<file path="src/rtl/frame_buffer_pingpong_ctrl_if.sv">
// Bundle of capture, RAM-write and reader handshake signals for the ping-pong frame controller.
interface frame_buffer_pingpong_ctrl_if #(
  parameter int unsigned ADDR_W = 17,
  parameter int unsigned CNT_W  = 8
);
  logic              run;
  logic [ADDR_W-1:0] wr_addr;
  logic              wr_data;
  logic              wr_en;
  logic              frame_done;
  logic [ADDR_W:0]   mem_wr_addr;
  logic              mem_wr_data;
  logic              mem_wr_en;
  logic              rd_req;
  logic              rd_release;
  logic              rd_grant;
  logic              rd_bank;
  logic              frame_ready;
  logic [CNT_W-1:0]  frame_count;
  logic [CNT_W-1:0]  drop_count;
  logic [CNT_W-1:0]  err_count;

  modport master (
    output run, wr_addr, wr_data, wr_en, frame_done, rd_req, rd_release,
    input  mem_wr_addr, mem_wr_data, mem_wr_en, rd_grant, rd_bank, frame_ready,
           frame_count, drop_count, err_count
  );

  modport slave (
    input  run, wr_addr, wr_data, wr_en, frame_done, rd_req, rd_release,
    output mem_wr_addr, mem_wr_data, mem_wr_en, rd_grant, rd_bank, frame_ready,
           frame_count, drop_count, err_count
  );
endinterface

</file>
<file path="src/rtl/frame_buffer_pingpong_ctrl.sv">
// Steers captured frames into two RAM banks, publishes complete frames to one reader
// via request/grant/release, and keeps frame/drop/error statistics.
module frame_buffer_pingpong_ctrl #(
  parameter int unsigned FRAME_PIXELS = 76800,
  parameter int unsigned ADDR_W       = 17,
  parameter int unsigned CNT_W        = 8
) (
  input logic                         cam_pclk,
  input logic                         nreset,
  frame_buffer_pingpong_ctrl_if.slave bus
);
  typedef enum logic [1:0] {ST_IDLE, ST_SYNC, ST_ACTIVE} state_t;
  typedef enum logic [1:0] {BK_FREE, BK_READY, BK_READING} bank_st_t;

  localparam int unsigned       PCNT_W    = ADDR_W + 1;
  localparam logic [PCNT_W-1:0] FRAME_LEN = PCNT_W'(FRAME_PIXELS);
  localparam logic [CNT_W-1:0]  CNT_ONE   = CNT_W'(1);

  state_t             state;
  bank_st_t           other_st;
  logic               wr_bank;
  logic [PCNT_W-1:0]  pix_cnt;
  logic               mem_wr_en_q;
  logic               mem_wr_data_q;
  logic [ADDR_W:0]    mem_wr_addr_q;
  logic               rd_grant_q;
  logic               rd_bank_q;
  logic [CNT_W-1:0]   frame_cnt_q;
  logic [CNT_W-1:0]   drop_cnt_q;
  logic [CNT_W-1:0]   err_cnt_q;

  logic               release_ok;
  logic               grant_ok;
  logic               len_ok;
  bank_st_t           st_pre_end;
  logic [PCNT_W-1:0]  pix_len;
  logic [PCNT_W-1:0]  pix_restart;

  // Release, then grant, resolve first; frame end sees the resulting bank status.
  always_comb begin
    release_ok  = bus.rd_release && rd_grant_q;
    grant_ok    = bus.rd_req && !rd_grant_q && (other_st == BK_READY);
    st_pre_end  = other_st;
    if (release_ok) st_pre_end = BK_FREE;
    if (grant_ok)   st_pre_end = BK_READING;
    pix_len     = pix_cnt + PCNT_W'(bus.wr_en);
    pix_restart = PCNT_W'(bus.wr_en);
    len_ok      = (pix_len == FRAME_LEN);
  end

  always_ff @(posedge cam_pclk) begin
    if (!nreset) begin
      state         <= ST_IDLE;
      other_st      <= BK_FREE;
      wr_bank       <= 1'b0;
      pix_cnt       <= '0;
      mem_wr_en_q   <= 1'b0;
      mem_wr_data_q <= 1'b0;
      mem_wr_addr_q <= '0;
      rd_grant_q    <= 1'b0;
      rd_bank_q     <= 1'b0;
      frame_cnt_q   <= '0;
      drop_cnt_q    <= '0;
      err_cnt_q     <= '0;
    end else begin
      mem_wr_en_q   <= bus.wr_en && (state == ST_ACTIVE);
      mem_wr_addr_q <= {wr_bank, bus.wr_addr};
      mem_wr_data_q <= bus.wr_data;
      other_st      <= st_pre_end;

      if (release_ok) rd_grant_q <= 1'b0;
      if (grant_ok) begin
        rd_grant_q <= 1'b1;
        rd_bank_q  <= ~wr_bank;
      end

      case (state)
        ST_IDLE: if (bus.run) state <= ST_SYNC;
        ST_SYNC: begin
          if (!bus.run) begin
            state <= ST_IDLE;
          end else if (bus.frame_done) begin
            state   <= ST_ACTIVE;
            pix_cnt <= pix_restart;
          end
        end
        ST_ACTIVE: begin
          if (!bus.run) begin
            state <= ST_IDLE;
          end else if (bus.frame_done) begin
            pix_cnt <= pix_restart;
            if (!len_ok) begin
              if (err_cnt_q != '1) err_cnt_q <= err_cnt_q + CNT_ONE;
            end else begin
              case (st_pre_end)
                BK_FREE: begin
                  wr_bank     <= ~wr_bank;
                  other_st    <= BK_READY;
                  frame_cnt_q <= frame_cnt_q + CNT_ONE;
                end
                BK_READY: begin
                  wr_bank     <= ~wr_bank;
                  frame_cnt_q <= frame_cnt_q + CNT_ONE;
                  if (drop_cnt_q != '1) drop_cnt_q <= drop_cnt_q + CNT_ONE;
                end
                default: begin
                  if (drop_cnt_q != '1) drop_cnt_q <= drop_cnt_q + CNT_ONE;
                end
              endcase
            end
          end else begin
            pix_cnt <= pix_len;
          end
        end
        default: state <= ST_IDLE;
      endcase
    end
  end

  assign bus.mem_wr_en   = mem_wr_en_q;
  assign bus.mem_wr_addr = mem_wr_addr_q;
  assign bus.mem_wr_data = mem_wr_data_q;
  assign bus.rd_grant    = rd_grant_q;
  assign bus.rd_bank     = rd_bank_q;
  assign bus.frame_ready = (other_st == BK_READY);
  assign bus.frame_count = frame_cnt_q;
  assign bus.drop_count  = drop_cnt_q;
  assign bus.err_count   = err_cnt_q;
endmodule

</file>
<file path="src/flat_wrapper.sv">
// flat-port wrapper written by rule: the top's interface ports become plain ports
module frame_buffer_pingpong_ctrl_flat 
#(
  parameter int unsigned FRAME_PIXELS = 76800,
  parameter int unsigned ADDR_W       = 17,
  parameter int unsigned CNT_W        = 8
)
  (cam_pclk, nreset, bus_run, bus_wr_addr, bus_wr_data, bus_wr_en, bus_frame_done, bus_rd_req, bus_rd_release, bus_mem_wr_addr, bus_mem_wr_data, bus_mem_wr_en, bus_rd_grant, bus_rd_bank, bus_frame_ready, bus_frame_count, bus_drop_count, bus_err_count);
  frame_buffer_pingpong_ctrl_if #(.ADDR_W(ADDR_W), .CNT_W(CNT_W)) bus_i ();
  input logic cam_pclk;
  input logic nreset;
  input wire logic [$bits(bus_i.run)-1:0] bus_run;
  input wire logic [$bits(bus_i.wr_addr)-1:0] bus_wr_addr;
  input wire logic [$bits(bus_i.wr_data)-1:0] bus_wr_data;
  input wire logic [$bits(bus_i.wr_en)-1:0] bus_wr_en;
  input wire logic [$bits(bus_i.frame_done)-1:0] bus_frame_done;
  input wire logic [$bits(bus_i.rd_req)-1:0] bus_rd_req;
  input wire logic [$bits(bus_i.rd_release)-1:0] bus_rd_release;
  output wire logic [$bits(bus_i.mem_wr_addr)-1:0] bus_mem_wr_addr;
  output wire logic [$bits(bus_i.mem_wr_data)-1:0] bus_mem_wr_data;
  output wire logic [$bits(bus_i.mem_wr_en)-1:0] bus_mem_wr_en;
  output wire logic [$bits(bus_i.rd_grant)-1:0] bus_rd_grant;
  output wire logic [$bits(bus_i.rd_bank)-1:0] bus_rd_bank;
  output wire logic [$bits(bus_i.frame_ready)-1:0] bus_frame_ready;
  output wire logic [$bits(bus_i.frame_count)-1:0] bus_frame_count;
  output wire logic [$bits(bus_i.drop_count)-1:0] bus_drop_count;
  output wire logic [$bits(bus_i.err_count)-1:0] bus_err_count;
  assign bus_i.run = bus_run;
  assign bus_i.wr_addr = bus_wr_addr;
  assign bus_i.wr_data = bus_wr_data;
  assign bus_i.wr_en = bus_wr_en;
  assign bus_i.frame_done = bus_frame_done;
  assign bus_i.rd_req = bus_rd_req;
  assign bus_i.rd_release = bus_rd_release;
  assign bus_mem_wr_addr = bus_i.mem_wr_addr;
  assign bus_mem_wr_data = bus_i.mem_wr_data;
  assign bus_mem_wr_en = bus_i.mem_wr_en;
  assign bus_rd_grant = bus_i.rd_grant;
  assign bus_rd_bank = bus_i.rd_bank;
  assign bus_frame_ready = bus_i.frame_ready;
  assign bus_frame_count = bus_i.frame_count;
  assign bus_drop_count = bus_i.drop_count;
  assign bus_err_count = bus_i.err_count;
  frame_buffer_pingpong_ctrl #(.FRAME_PIXELS(FRAME_PIXELS), .ADDR_W(ADDR_W), .CNT_W(CNT_W)) u_core (.cam_pclk(cam_pclk), .nreset(nreset), .bus(bus_i));
endmodule
</file>
<file path="config.mk">
export PLATFORM = sky130hd
export DESIGN_NAME = frame_buffer_pingpong_ctrl_flat
export DESIGN_NICKNAME = d
export VERILOG_FILES = /design/src/rtl/frame_buffer_pingpong_ctrl_if.sv /design/src/rtl/frame_buffer_pingpong_ctrl.sv /design/src/flat_wrapper.sv
export SDC_FILE = /design/constraint.sdc
export NUM_CORES = 1
export LEC_CHECK = 0
export CORE_MARGIN = 2
export CORE_UTILIZATION = 45
export CTS_CLUSTER_SIZE = 12
export DETAILED_ROUTE_END_ITERATION = 8
export PLACE_DENSITY = 0.73
export SETUP_SLACK_MARGIN = 0.3
export SYNTH_ARGS = -nofsm -noshare
export SYNTH_HDL_FRONTEND = slang
export SYNTH_SLANG_ARGS = --single-unit
export TNS_END_PERCENT = 5
</file>
<file path="constraint.sdc">
create_clock -name cam_pclk -period 4 [get_ports cam_pclk]
set_clock_uncertainty 0.2 [all_clocks]
set_input_delay 0.8 -clock cam_pclk [delete_from_list [all_inputs] [get_ports cam_pclk]]
set_output_delay 0.8 -clock cam_pclk [all_outputs]
set_load 0.05 [all_outputs]
</file>
-- Word-level counts from Yosys, hierarchy flattened
Cells that the tools add are included.
- bits in registers: 69
- input bits: 25
- output and inout bits: 47
- word-level logic and storage cells: 66
- eq/ne operators: 13
- add/sub/neg operators: 4
- muxes and demuxes: 19
- reductions and logical operators: 15
- bitwise logic cells: 3
- operators by type and width (operator ; count):
    $mux W18 ; 4
    $pmux W18 S2 ; 1
    $add A8 B1 Y8 const B ; 3
    $mux W2 ; 11
    $add A18 B1 Y18 ; 1
    $eq A18 B17 Y1 const B ; 1
    $ne A8 B8 Y1 const B ; 2
    $ne A2 B2 Y1 const B ; 5
    $reduce_and A5 Y1 ; 2
    $eq A2 B1 Y1 const B ; 3
    $pmux W2 S3 ; 1
    $reduce_and A6 Y1 ; 1
    $logic_and A1 B1 Y1 ; 4
    $logic_not A2 Y1 ; 2
    $reduce_and A4 Y1 ; 1
    $reduce_bool A2 Y1 ; 2
    $ne A3 B3 Y1 const B ; 1
    $not A1 Y1 ; 3
    $reduce_and A3 Y1 ; 1
    $eq A2 B2 Y1 const B ; 1
    $mux W1 ; 2
    $reduce_or A2 Y1 ; 1
    $logic_not A1 Y1 ; 1

-- Longest topological paths before layout
Gate-level depths: netlist (run 1).
- depth after elaboration: 10
- mapped depth: 11
- gate-level depth less buffers: 9

-- Worst setup path after synthesis (run 1)
OpenSTA, ideal clock, no wires.
- path kind: input to register
- start point: in bus_wr_en
- end point: reg u_core.frame_cnt_q[7] (netlist: u_core.bus.frame_count[7])
- slack: 0.709 ns
- setup time: 0.071 ns
- required time: 3.729 ns
- buffers on the path: 1
- cell stages on the path: 10
- arrival: 3.020 ns
- cells stage by stage: ha_1 > ha_1 > nand3_2 > or3_1 > clkbuf_1 > a22oi_2 > a2111oi_4 > nand4b_2 > or4_1 > a21oi_1
- word-level cells in the longest chain between the ends: 3
- RTL lines (element ; RTL line ; source):
    from (decl) ; flat_wrapper.sv:15 ; input wire logic [$bits(bus_i.wr_en)-1:0] bus_wr_en;
    $add A18 B1 Y18 ; frame_buffer_pingpong_ctrl.sv:46 ; pix_len = pix_cnt + PCNT_W'(bus.wr_en);
    $eq A18 B17 Y1 ; frame_buffer_pingpong_ctrl.sv:48 ; len_ok = (pix_len == FRAME_LEN);
    $reduce_and A5 Y1 (no source line) ; n/a ;
    to (signal assigned) ; frame_buffer_pingpong_ctrl.sv:99 ; frame_cnt_q <= frame_cnt_q + CNT_ONE;
    to (signal assigned) ; frame_buffer_pingpong_ctrl.sv:103 ; frame_cnt_q <= frame_cnt_q + CNT_ONE;
    to (decl) ; frame_buffer_pingpong_ctrl.sv:28 ; logic [CNT_W-1:0] frame_cnt_q;
No other way between the ends.
A chain may end at the register's enable or synchronous reset.

-- Worst setup path in the final report (run 1)
- start point: in bus_wr_en
- end point: reg u_core.err_cnt_q[5] (netlist: u_core.bus.err_count[5])
- word-level cells in the longest chain between the ends: 4
- RTL lines (element ; RTL line ; source):
    $add A18 B1 Y18 ; frame_buffer_pingpong_ctrl.sv:46 ;
    $eq A18 B17 Y1 ; frame_buffer_pingpong_ctrl.sv:48 ;
    $not A1 Y1 (no source line) ; n/a ;
    $reduce_and A5 Y1 (no source line) ; n/a ;
    to (signal assigned) ; frame_buffer_pingpong_ctrl.sv:93 ; if (err_cnt_q != '1) err_cnt_q <= err_cnt_q + CNT_ONE;
    to (decl) ; frame_buffer_pingpong_ctrl.sv:30 ; logic [CNT_W-1:0] err_cnt_q;
No other way between the ends.

==> run summary, run 1 <==
The number of enable-type register cells in the synthesized netlist came out at 0. The endpoint of the worst hold-timing path is u_core.state[0]$_SDFFE_PN0P_. The path class of the tightest hold or removal check is flop to flop. Wires add up to 7.67 mm.

Along the worst hold path, the cell count comes to 1. The clock tree synthesis step divided the H-tree into 3 levels. The family of cells with the greatest summed delay on the critical path is simple AND/OR/NAND/NOR gates. From bottom edge to top edge, the die measures between 80 and 90 um. The required time reported for the critical path endpoint is 4070 ps. The number of antenna-violating nets in the routed design came out at 0. sky130_fd_sc_hd__dfxtp_1 takes more of the synthesized area than any other cell. The vias per cell came out at around 5.7.

The synthesized area came out at 0.00309 mm2. The routed length per placed instance is around 15 um. The number of buffers and inverters on the critical path is 2. The floorplan step defined a die boundary enclosing between 0.007 and 0.008 mm2. The die is between 80 and 90 um wide. The site row count is 30. The clock latency reported for the late side of the worst-skew pair came out at roughly 340 ps. After the last flow step, the layout net total stands at 461.

The core outline area came out at 0.00672 mm2. The clock slew seen by the registers of the worst setup and hold paths is 80 ps. Port buffering added a little over 70 buffers. Setup violations remaining at the end of the flow were counted as 0. The number of filler instances in the final layout is 582. After layout, the minimum clock period comes to between 3000 and 4000 ps.

The initial core utilization is between 40% and 50%. The worst reg-to-reg path cell count is 10. The total overflow reported by the global router came out at 0. The Yosys step of the flow raised 0 warnings. The worst path uses 90.5% of the clock period. The count of inserted antenna diode cells came out at 0. The number of instances in the placed design is between 400 and 500. The detailed-placement wirelength estimate came out at 5.05 mm. The xor-xnor portion of the synthesized cell area is under 10%. The fraction of synthesized cell area taken by the top area cell type came out at about 45%. The detailed router finished its first iteration with 163 violations. The synthesized netlist cell count came out at between 300 and 400. The initial antenna violation count is 0. The arrival time at the worst endpoint is around 3700 ps.

At the pin with the least slew margin, the transition time is 785 ps. TritonCTS built the clock tree. For flop-to-flop paths, the worst setup slack is just over 1000 ps. The overall power of the completed layout came out at approximately 1.5 mW.

The register bit count reported by yosys came out at a little under 70. The combinational family with the most area after synthesis is simple AND/OR/NAND/NOR gates. The share of flip-flops with an asynchronous set or reset came out at 0%. The highest clock rate came out at around 0.28 GHz.

Traced cell by cell, the critical path runs through clkdlybuf4s50_1 -> ha_1 -> ha_1 -> nand3_2 -> or3_1 -> a22oi_2 -> a2111oi_4 -> buf_4 -> a21o_1 -> or3_1 -> a21oi_1. Yosys attributes the largest share of cell area to sky130_fd_sc_hd__dfxtp_1 45%, sky130_fd_sc_hd__a21oi_1 4.7%, sky130_fd_sc_hd__o21ai_0 4.5%. The placer congestion estimate is approximately 0.86. The total track usage is approximately a fifth. Across the VDD grid, the largest voltage drop is about 190 uV. The end of the worst register-to-register path is u_core.bus.err_count[5]$_SDFFE_PN0P_. The synthesized netlist devotes 2.43% of its cell area to adder and majority cells. The pin count of the biggest net entering global routing came out at 46. The total count of max-transition violations in the final report is 0.

The first-pass iteration count of the detailed router came out at 4. The register area share after synthesis is between 40 and 50%. The synthesized netlist net count came out at approximately 400. The most used flip-flop cell after synthesis is sky130_fd_sc_hd__dfxtp_1. The area growth from synthesis to layout is 34.5%. The post-synthesis mux area share came out at less than 1%. The clock passes through at most 2 buffers. Clock tree synthesis inserted a total of 9 buffers. The remaining max-slew budget at the tightest pin is about 48%.

The slowest stage of the critical path is the sky130_fd_sc_hd__clkdlybuf4s50_1 cell. The total via count in the routed design came out at between 2,000 and 3,000. Setup repair after global routing could not meet its margin everywhere.

The buffer cell driving the clock tree root is sky130_fd_sc_hd__clkbuf_8. The flow ran to the end, and the final reports show no timing, DRC or antenna violations. The quantity of hold-fixing buffers added after cts came out at 0. The first-pass GRT wire length is roughly 13 mm. The TritonCTS sink count came out at 69.

The count of unresolved DRC violations after routing came out at 0. The biggest cell delay along the critical path came out at approximately 530 ps. In this run the most critical hold path is launched from u_core.state[1]$_SDFFE_PN0P_. The path type of the worst setup path is primary input to flop. The max-cap check violation count is 0. The post-synthesis share of cell area spent on and, or, nand and nor gates is between 20% and 30%. Along the worst path, the maximum fanout reaches 15. The worst register-to-register path begins at u_core.pix_cnt[0]$_SDFFE_PN0P_. Counting instances in the post-synthesis netlist gives the leading cell types as 69 x sky130_fd_sc_hd__dfxtp_1, 34 x sky130_fd_sc_hd__nor2_1, 29 x sky130_fd_sc_hd__a21oi_1.

The most common cell in the netlist is sky130_fd_sc_hd__dfxtp_1. The nature of the critical path startpoint is a primary input. The final count of hold timing violations is 0. The power per cell area came out at about 350 mW/mm2. The number of distinct library cells after synthesis came out at 50. For this design the top-level I/O count stands at between 70 and 80. The worst setup path is captured at a flop. The synthesized netlist devotes 18.6% of its cell area to compound gates.

The fraction of layout cells with a size suffix above 1 is around 9%. The average cell area after synthesis is roughly 8.6 um2. In this run the static leakage power is ~1.5 nW.

The via count of the first global-routing pass is roughly 2,800. The final non-filler cell total is between 500 and 600.
[cells in the final DEF, fill, tap and decap left out, types with 11 or more instances in the layout]
cell and instances:
sky130_fd_sc_hd__clkdlybuf4s50_1 71, sky130_fd_sc_hd__o21ai_0 28, sky130_fd_sc_hd__nor2_1 34, sky130_fd_sc_hd__nand2_1 19, sky130_fd_sc_hd__and2_1 20, sky130_fd_sc_hd__or3_1 14
sky130_fd_sc_hd__dfxtp_1 69, sky130_fd_sc_hd__and3_1 11, sky130_fd_sc_hd__a21oi_1 29, sky130_fd_sc_hd__nand3_1 22
[worst register-to-register path: cells and delay by family, from the launching register on]
| kind | cells | cell delay [ps] |
|---|---|---|
| AOI/OAI and AO/OA | 4 | 770 |
| adders and majority gates | 2 | 340 |
| buffers and inverters | 1 | 180 |
| DFF | 1 | 370 |
| and+or+nand+nor | 3 | 1040 |
[through the flow]
step / setup slack [ps] / hold slack [ps] / setup TNS, ps / utilization (%) / cell area, um2
3_5_place_dp: -16.0 / 222 / -44.1 / 57.5 / 3860
3_3_place_gp: 91.0 / 215 / 0 / 57.5 / 3860
4_1_cts: 320 / 237 / 0 / 60.9 / 4100
2_1_floorplan: 709 / 204 / 0 / - / 3090
6_report: 380 / 237 / 0 / 61.8 / 4150
5_1_grt: 232 / 257 / 0 / 61.8 / 4150
[power by group]
group	leakage (nW)	total [mW]	internal (mW)	switching, mW
clock	0.116	0.655	0.362	0.293
combinational	0.835	0.106	0.0447	0.0614
sequential	0.561	0.700	0.697	0.00311
total	1.51	1.46	1.10	0.357
[registers in the layout (all words and copies together), names as in the netlist, 2 cells and up]
signal,count
u_core.bus.drop_count,8
u_core.bus.err_count,8
u_core.bus.frame_count,8
u_core.bus.mem_wr_addr,18
u_core.other_st,2
u_core.pix_cnt,18
u_core.state,2
[cells by family after synthesis]
family	count (synthesis)
simple gates	158
compound gates	91
flops	69
buf+inv	25
xor+xnor	7
fa+ha+maj	6
mux	3
[layer usage]
| layer | share of wire, % | global-route usage (%) | wire length (um) | vias to the layer above |
|---|---|---|---|---|
| met2 | 48 | 34.8 | 3700 | 88 |
| li1 | - | - | - | 1446 |
| met1 | 45 | 26.3 | 3450 | 1411 |
| met3 | 4.9 | 3.90 | 374 | 14 |
| met5 | 0 | 0 | 0 | - |
| met4 | 1.9 | 7.24 | 145 | 0 |
[worst max-delay path by stage]
stage / depth (start not counted) / end / start
floorplan: 10 / u_core.bus.frame_count[7]$_SDFFE_PN0P_ / bus_wr_en
global placement: 10 / u_core.bus.frame_count[5]$_SDFFE_PN0P_ / bus_wr_en
CTS: 10 / u_core.bus.frame_count[7]$_SDFFE_PN0P_ / bus_wr_en
detailed placement: 10 / u_core.bus.frame_count[5]$_SDFFE_PN0P_ / bus_wr_en
finish: 11 / u_core.bus.err_count[5]$_SDFFE_PN0P_ / bus_wr_en
global route: 11 / u_core.bus.drop_count[4]$_SDFFE_PN0P_ / bus_wr_en
[repair_timing]
| item | CTS | global route |
|---|---|---|
| hold endpoints to repair | 0 | 0 |
| gates resized for setup | 0 | 6 |
| endpoints found under the setup margin | 0 | 18 |
| buffers inserted | 0 | 2 |
[cell type report]
| cell class | count | area [um2] | share of cell area, % |
|---|---|---|---|
| inverters | 5 | 18.8 | 0.452 |
| well taps | 80 | 100 | 2.41 |
| repair buffers | 80 | 778 | 18.7 |
| clock buffers | 9 | 124 | 2.98 |
| multi-input cells | 265 | 1640 | 39.6 |
| clock inverters | 7 | 106 | 2.56 |
| flip-flops and latches | 69 | 1380 | 33.3 |
(Power assumes the default switching activity.)
==> run 2: changes to the inputs <==
- CORE_MARGIN: 2 -> 4
==> run 2 against run 1 <==
Cell area down 0.93%. Final cell count down 0.78%. Sequential share of layout area up 0.31 points. Highest routed layer unchanged. Largest cell class unchanged. Worst hold slack better by 9.7 ps.
==> run summary, run 2 (synthesis results as in run 1) <==
The flow ran to the end, and the final reports show no timing, DRC or antenna violations. The library cell used most frequently in the layout, excluding fill and tap cells, is sky130_fd_sc_hd__clkdlybuf4s50_1. The number of levels in the clock H-tree is 3. The total via count in the routed design is 2,895. The worst voltage drop across the vdd grid is roughly 240 uV. The detailed-placement wirelength estimate is about 5.3 mm. STA classifies the critical path startpoint as a primary input.

The TritonCTS sink count came out at between 60 and 70. The via count of the first global-routing pass is about 2,600. The boundary pin count came out at a little over 70. The count of cells resized by post-cts repair came out at 0.

The endpoint type of the worst setup path is a flop. The area after detailed placement is approximately 0.0039 mm2. The buffer levels on the longest clock path came out at 2. Clock tree synthesis inserted a total of 9 buffers. The final count of hold timing violations was 0. The area of the die came out at between 0.008 and 0.009 mm2.

Of all nets on the critical path, the largest fanout is 15. In this run the power density over the cells is about 330 mW/mm2. The number of antenna-violating nets in the routed design is 0.

The internal power contribution came out at just over 1 mW. The tool flagged a number of max-cap violations equal to 0. 0 antenna diodes ended up in the layout.

The placer congestion estimate came out at between 0.8 and 0.9. The sequential fraction of design power is between 50% and 60%. In the routed layout, each cell is associated on average with a via count of approximately 5.7. The die is around 91 um wide.

Setup repair after global routing could not meet its margin everywhere. The total setup violations reported at the end of the flow came out at 0. The clock period minus final worst setup slack is 3570 ps. In the final timing run, aggregate negative setup slack is 0 ps. The required time reported for the critical path endpoint came out at slightly above 4000 ps. The switching part of the total is 23.9%. The highest clock rate came out at between 0.2 and 0.3 GHz. The final critical path takes up about nine tenths of the cycle. The initial antenna violation count came out at 0.

The count of buffers from port buffering came out at 71. The number of setup buffers added after CTS is 0. The layout-stage area growth over the synthesis result came out at 33.3%.

The total overflow reported by the global router is 0. The routed length per placed instance came out at 15.1 um. The first-pass GRT wire length is around 12 mm. The net count of the finished layout is 460. TritonCTS built the clock tree.

The path class of the tightest hold or removal check is flop to flop. The total track usage is a little under a fifth. Summing all flip-flop and latch instances after layout gives 0.00138 mm2. The multi-input combinational cells in the finished layout cover a total of 0.00165 mm2. The pin count of the biggest net entering global routing came out at 46. The total count of max-transition violations in the final report came out at 0. The first routing iteration left between 100 and 150 violations. The actual slew at the worst max-slew pin is approximately 800 ps. The power share of the combinational group came out at approximately 7.9%. Summing all non-filler instances in the final layout gives an area of 0.00411 mm2. For this run, design rule violations remaining after detail routing come to 0. The leakage power of the design is between 1 and 1.5 nW. The critical path is of the primary input to flop type.

The total area inside the core boundary comes to ~0.0065 mm2. The clock network power share came out at 40.3%. The number of filler instances in the final layout came out at 526. The height of the die came out at about 90 um. The first-pass iteration count of the detailed router came out at 4. The post-route netlist has 8.29% of its cells at a drive strength greater than 1. The final routed wirelength across all metal layers is just under 8 mm. Hold repair after CTS inserted 0 buffers. In the layout the commonest cells are 71 x sky130_fd_sc_hd__clkdlybuf4s50_1, 69 x sky130_fd_sc_hd__dfxtp_1, 34 x sky130_fd_sc_hd__nor2_1.

The buffer cell driving the clock tree root is sky130_fd_sc_hd__clkbuf_8. The arrival time at the worst endpoint is 3620 ps. The initial utilization of the core area, before any placement, comes to between 40% and 50%. The analysis attributes to net switching a power of 0.323 mW. The clock reaches the later pin of the worst-skew pair after ~330 ps. The remaining max-slew budget at the tightest pin came out at 46.8%. After clock tree synthesis, the clock-pin slew on the worst setup and hold paths is approximately 70 ps. Row generation in the floorplan step produced 29 rows.
==> run 2: worst paths after layout <==
| kind | from | endpoint | slack (ps) | cells after the start |
|---|---|---|---|---|
| worst min register to register | u_core.state[1]$_SDFFE_PN0P_ | u_core.state[0]$_SDFFE_PN0P_ | 250 | 1 |
| worst min-delay path | u_core.state[1]$_SDFFE_PN0P_ | u_core.state[0]$_SDFFE_PN0P_ | 250 | 1 |
| worst max register to register | u_core.pix_cnt[0]$_SDFFE_PN0P_ | u_core.bus.err_count[7]$_SDFFE_PN0P_ | 1080 | 10 |
| worst max-delay path | bus_wr_en | u_core.bus.err_count[7]$_SDFFE_PN0P_ | 430 | 11 |
==> run 2: power by group through the flow <==
stage / sequential [mW] / combinational [mW] / clock (mW)
CTS: 0.701 / 0.107 / 0.559
global placement: 0.716 / 0.106 / 0
global route: 0.701 / 0.112 / 0.592
finish: 0.701 / 0.107 / 0.545
detailed placement: 0.717 / 0.107 / 0
floorplan: 0.751 / 0.0226 / 0
==> run 2: final cells by class <==
| class | instances | area share, % |
|---|---|---|
| clock buffers | 10 | 3.10 |
| clock inverters | 6 | 1.55 |
| inverters | 5 | 0.456 |
| multi-input cells | 265 | 40.2 |
| flip-flops and latches | 69 | 33.6 |
| well taps | 77 | 2.34 |
| repair buffers | 79 | 18.7 |
==> run 2: metrics by stage <==
stage	utilization (%)	setup WS [ps]	cells	total power [mW]	hold slack (ps)
3_5_place_dp	59.6	68.9	495	0.824	227
6_report	63.3	433	511	1.35	247
3_3_place_gp	59.6	129	495	0.823	213
5_1_grt	63.3	260	511	1.41	248
4_1_cts	62.5	395	511	1.37	237
2_1_floorplan	-	709	359	0.774	204
==> run 2: critical path, cell delays in order <==
cell,delay (ps)
sky130_fd_sc_hd__clkdlybuf4s50_1,520
sky130_fd_sc_hd__ha_1,170
sky130_fd_sc_hd__ha_1,210
sky130_fd_sc_hd__nand3_4,150
sky130_fd_sc_hd__or3_1,440
sky130_fd_sc_hd__a22oi_2,220
sky130_fd_sc_hd__a2111oi_4,100
sky130_fd_sc_hd__buf_4,180
sky130_fd_sc_hd__a21o_1,310
sky130_fd_sc_hd__or3_1,370
sky130_fd_sc_hd__a21oi_1,150
==> run 2: routing by layer <==
metal / global-route usage, % / vias up / wire, um
li1: - / 1444 / -
met2: 28.5 / 77 / 3630
met1: 24.7 / 1369 / 3640
met3: 3.42 / 5 / 361
met4: 8.04 / 0 / 67
met5: 0 / - / 0
==> variant, RTL diff (config.mk and constraints of run 1) <==
`CNT_W` is set to 8 in 3 places; all go to 9.
--- a/src/rtl/frame_buffer_pingpong_ctrl_if.sv
+++ b/src/rtl/frame_buffer_pingpong_ctrl_if.sv
@@ -1,7 +1,7 @@
 // Bundle of capture, RAM-write and reader handshake signals for the ping-pong frame controller.
 interface frame_buffer_pingpong_ctrl_if #(
   parameter int unsigned ADDR_W = 17,
-  parameter int unsigned CNT_W  = 8
+  parameter int unsigned CNT_W  = 9
 );
   logic              run;
   logic [ADDR_W-1:0] wr_addr;
--- a/src/rtl/frame_buffer_pingpong_ctrl.sv
+++ b/src/rtl/frame_buffer_pingpong_ctrl.sv
@@ -3,7 +3,7 @@
 module frame_buffer_pingpong_ctrl #(
   parameter int unsigned FRAME_PIXELS = 76800,
   parameter int unsigned ADDR_W       = 17,
-  parameter int unsigned CNT_W        = 8
+  parameter int unsigned CNT_W        = 9
 ) (
   input logic                         cam_pclk,
   input logic                         nreset,
--- a/src/flat_wrapper.sv
+++ b/src/flat_wrapper.sv
@@ -3,7 +3,7 @@
 #(
   parameter int unsigned FRAME_PIXELS = 76800,
   parameter int unsigned ADDR_W       = 17,
-  parameter int unsigned CNT_W        = 8
+  parameter int unsigned CNT_W        = 9
 )
   (cam_pclk, nreset, bus_run, bus_wr_addr, bus_wr_data, bus_wr_en, bus_frame_done, bus_rd_req, bus_rd_release, bus_mem_wr_addr, bus_mem_wr_data, bus_mem_wr_en, bus_rd_grant, bus_rd_bank, bus_frame_ready, bus_frame_count, bus_drop_count, bus_err_count);
   frame_buffer_pingpong_ctrl_if #(.ADDR_W(ADDR_W), .CNT_W(CNT_W)) bus_i ();
Interface: changed (resized bus_drop_count, bus_err_count and bus_frame_count); port bits go from 72 to 75. No check against the original RTL was run, so the function may have changed too.
==> variant against run 1 <==
Synthesized area increased by 16%. Global-route usage fell by 0.37 points. Final cell count increased by 12%. Sequential share of layout area decreased by 2.1 points. Sequential cell count grew 3. First-iteration DRC count grew 33%. Design area grew 11%. Worst setup slack lost 7.8 ps. Maximum frequency down 0.21%. Routed wire length grew 11%. Power up 11%. Critical endpoint is now u_core.bus.drop_count[5]$_SDFFE_PN0P_. Highest routed layer unchanged.
==> variant: results (changes against run 1) <==
metric,value,unit,change
dpl.hpwl,5801,um,+15%
grt_util_met1,26.74,%,+0.40 points
synth_common_cells,"72 x dfxtp_1, 42 x nand2_1, 24 x nor2_1",,
pre_cts_slack,29.35,ps,+45.35 ps
hold_path.class,reg2reg,,
path_max_fanout,27,,+12
clock_latency,360,ps,+20 ps
wl,8493,um,+11%
synth.distinct_cells,54,,+8.0%
drive_gt1_share,8.193,%,-0.77 points
cts_resized,0,,unchanged
outcome,finished clean,,
synth-seq-area-share,40.35,%,-4.4 points
io_buffers,74,,+4.2%
cts.htree.levels,3,,unchanged
fin_cells,578,,+12%
grt_max_degree,71,,+54%
cpMaxStageDelayCell,clkdlybuf4s50_1,,
postSynthCellCount,407,,+13%
postCtsSetupBuffers,0,,unchanged
postSynth.asyncResetShare,0,%,unchanged
gr-usage-met2,30.68,%,-4.1 points
path_clk_slew,70,ps,
placed_area,0.004345,mm2,+12%
ir_drop,163.9,uV,-12%
register_area,0.001441,mm2,+4.3%
cp_top_family,buffers and inverters,,
synth_ff_type,dfxtp_1,,
slew_headroom,45.87,%,-1.7 points
drt_iter0_drc,217,,+33%
grtUsageTotal,20.27,%,-0.37 points
critPathMaxStageDelay,540,ps,
diodes,0,,unchanged
cts_buffers,9,,unchanged
worstReg2RegStart,u_core.pix_cnt[0]$_SDFFE_PN0P_,,
synth.area.top_cells,"dfxtp_1 40%, mux2i_1 4.5%, nand2_1 4.4%, and2_1 3.9%, nand2b_1 3.5%",,
firstDrtPassIters,4,,unchanged
yosysWarnings,0,,unchanged
cts-root-buf,clkbuf_8,,
hp-start,u_core.state[1]$_SDFFE_PN0P_,,
grt.met3_usage,5.399,%,+1.5 points
grt_pass1_vias,3001,,+8.8%
routed_via_density,5.668,,-1.4%
p_leak,1.648,nW,+8.9%
clockBufferDepth,2,,unchanged
grt_pass1_wl,14100,um,+12%
antenna_found_initial,0,,unchanged
nFillCells,657,,+13%
gp_congestion,0.8809,,+2.1%
startpoint,bus_wr_en,,
finalNetCount,504,,+9.3%
synthesis.nets,440,,+13%
required,4080,ps,about the same
dp_cells,562,,+13%
-- variant: changes by cell type in the layout (fill, tap and decap cells not counted), moves of 7 or more --
cell,before,now
mux2i_1,3,16
nand4_1,6,15
nand2_1,19,42
nor2_1,34,24
or3_1,14,6
a21oi_1,29,22
o21ai_0,28,16
nand2b_1,0,20
nor4_1,2,10
-- variant: worst paths after layout --
| check | to | slack, ps | cells after the start |
|---|---|---|---|
| setup reg to reg | u_core.bus.drop_count[5]$_SDFFE_PN0P_ | 1010 | 12 |
| hold / removal | u_core.state[0]$_SDFFE_PN0P_ | 250 | 1 |
| setup / recovery | u_core.bus.drop_count[5]$_SDFFE_PN0P_ | 370 | 13 |
| hold reg to reg | u_core.state[0]$_SDFFE_PN0P_ | 250 | 1 |
-- variant: area by class of cell --
cell class	count	share of cell area, %
Multi-Input combinational cell	301	42.43
Tap cell	102	2.763
Inverter	6	0.4877
Clock inverter	7	3.089
Clock buffer	9	2.682
Sequential cell	72	31.21
Timing Repair Buffer	81	17.34
-- variant: power by group --
part	internal, mW	switching, mW	total (mW)
registers	0.727	0.00306	0.730
logic	0.0484	0.0688	0.117
clock network	0.479	0.289	0.768
-- variant: kinds of logic (layout without fill, tap and decap cells) --
family,count (synthesis),count (layout),share of synthesized area [%]
buffers and inverters,34,103,4.973
AO/OA/AOI/OAI,83,83,16.36
AND/OR/NAND/NOR,190,190,29.98
XOR/XNOR,3,3,0.7357
multiplexers,17,17,4.798
flip-flops,72,72,40.35
adder cells (fa/ha/maj),8,8,2.802
-- variant: metal layers --
metal	share of wire (%)	routed length (um)	up-vias
met1	46	3891	1535
met4	1.9	162	0
met5	0	0	-
met3	6.3	532	14
li1	-	-	1621
met2	46	3907	106
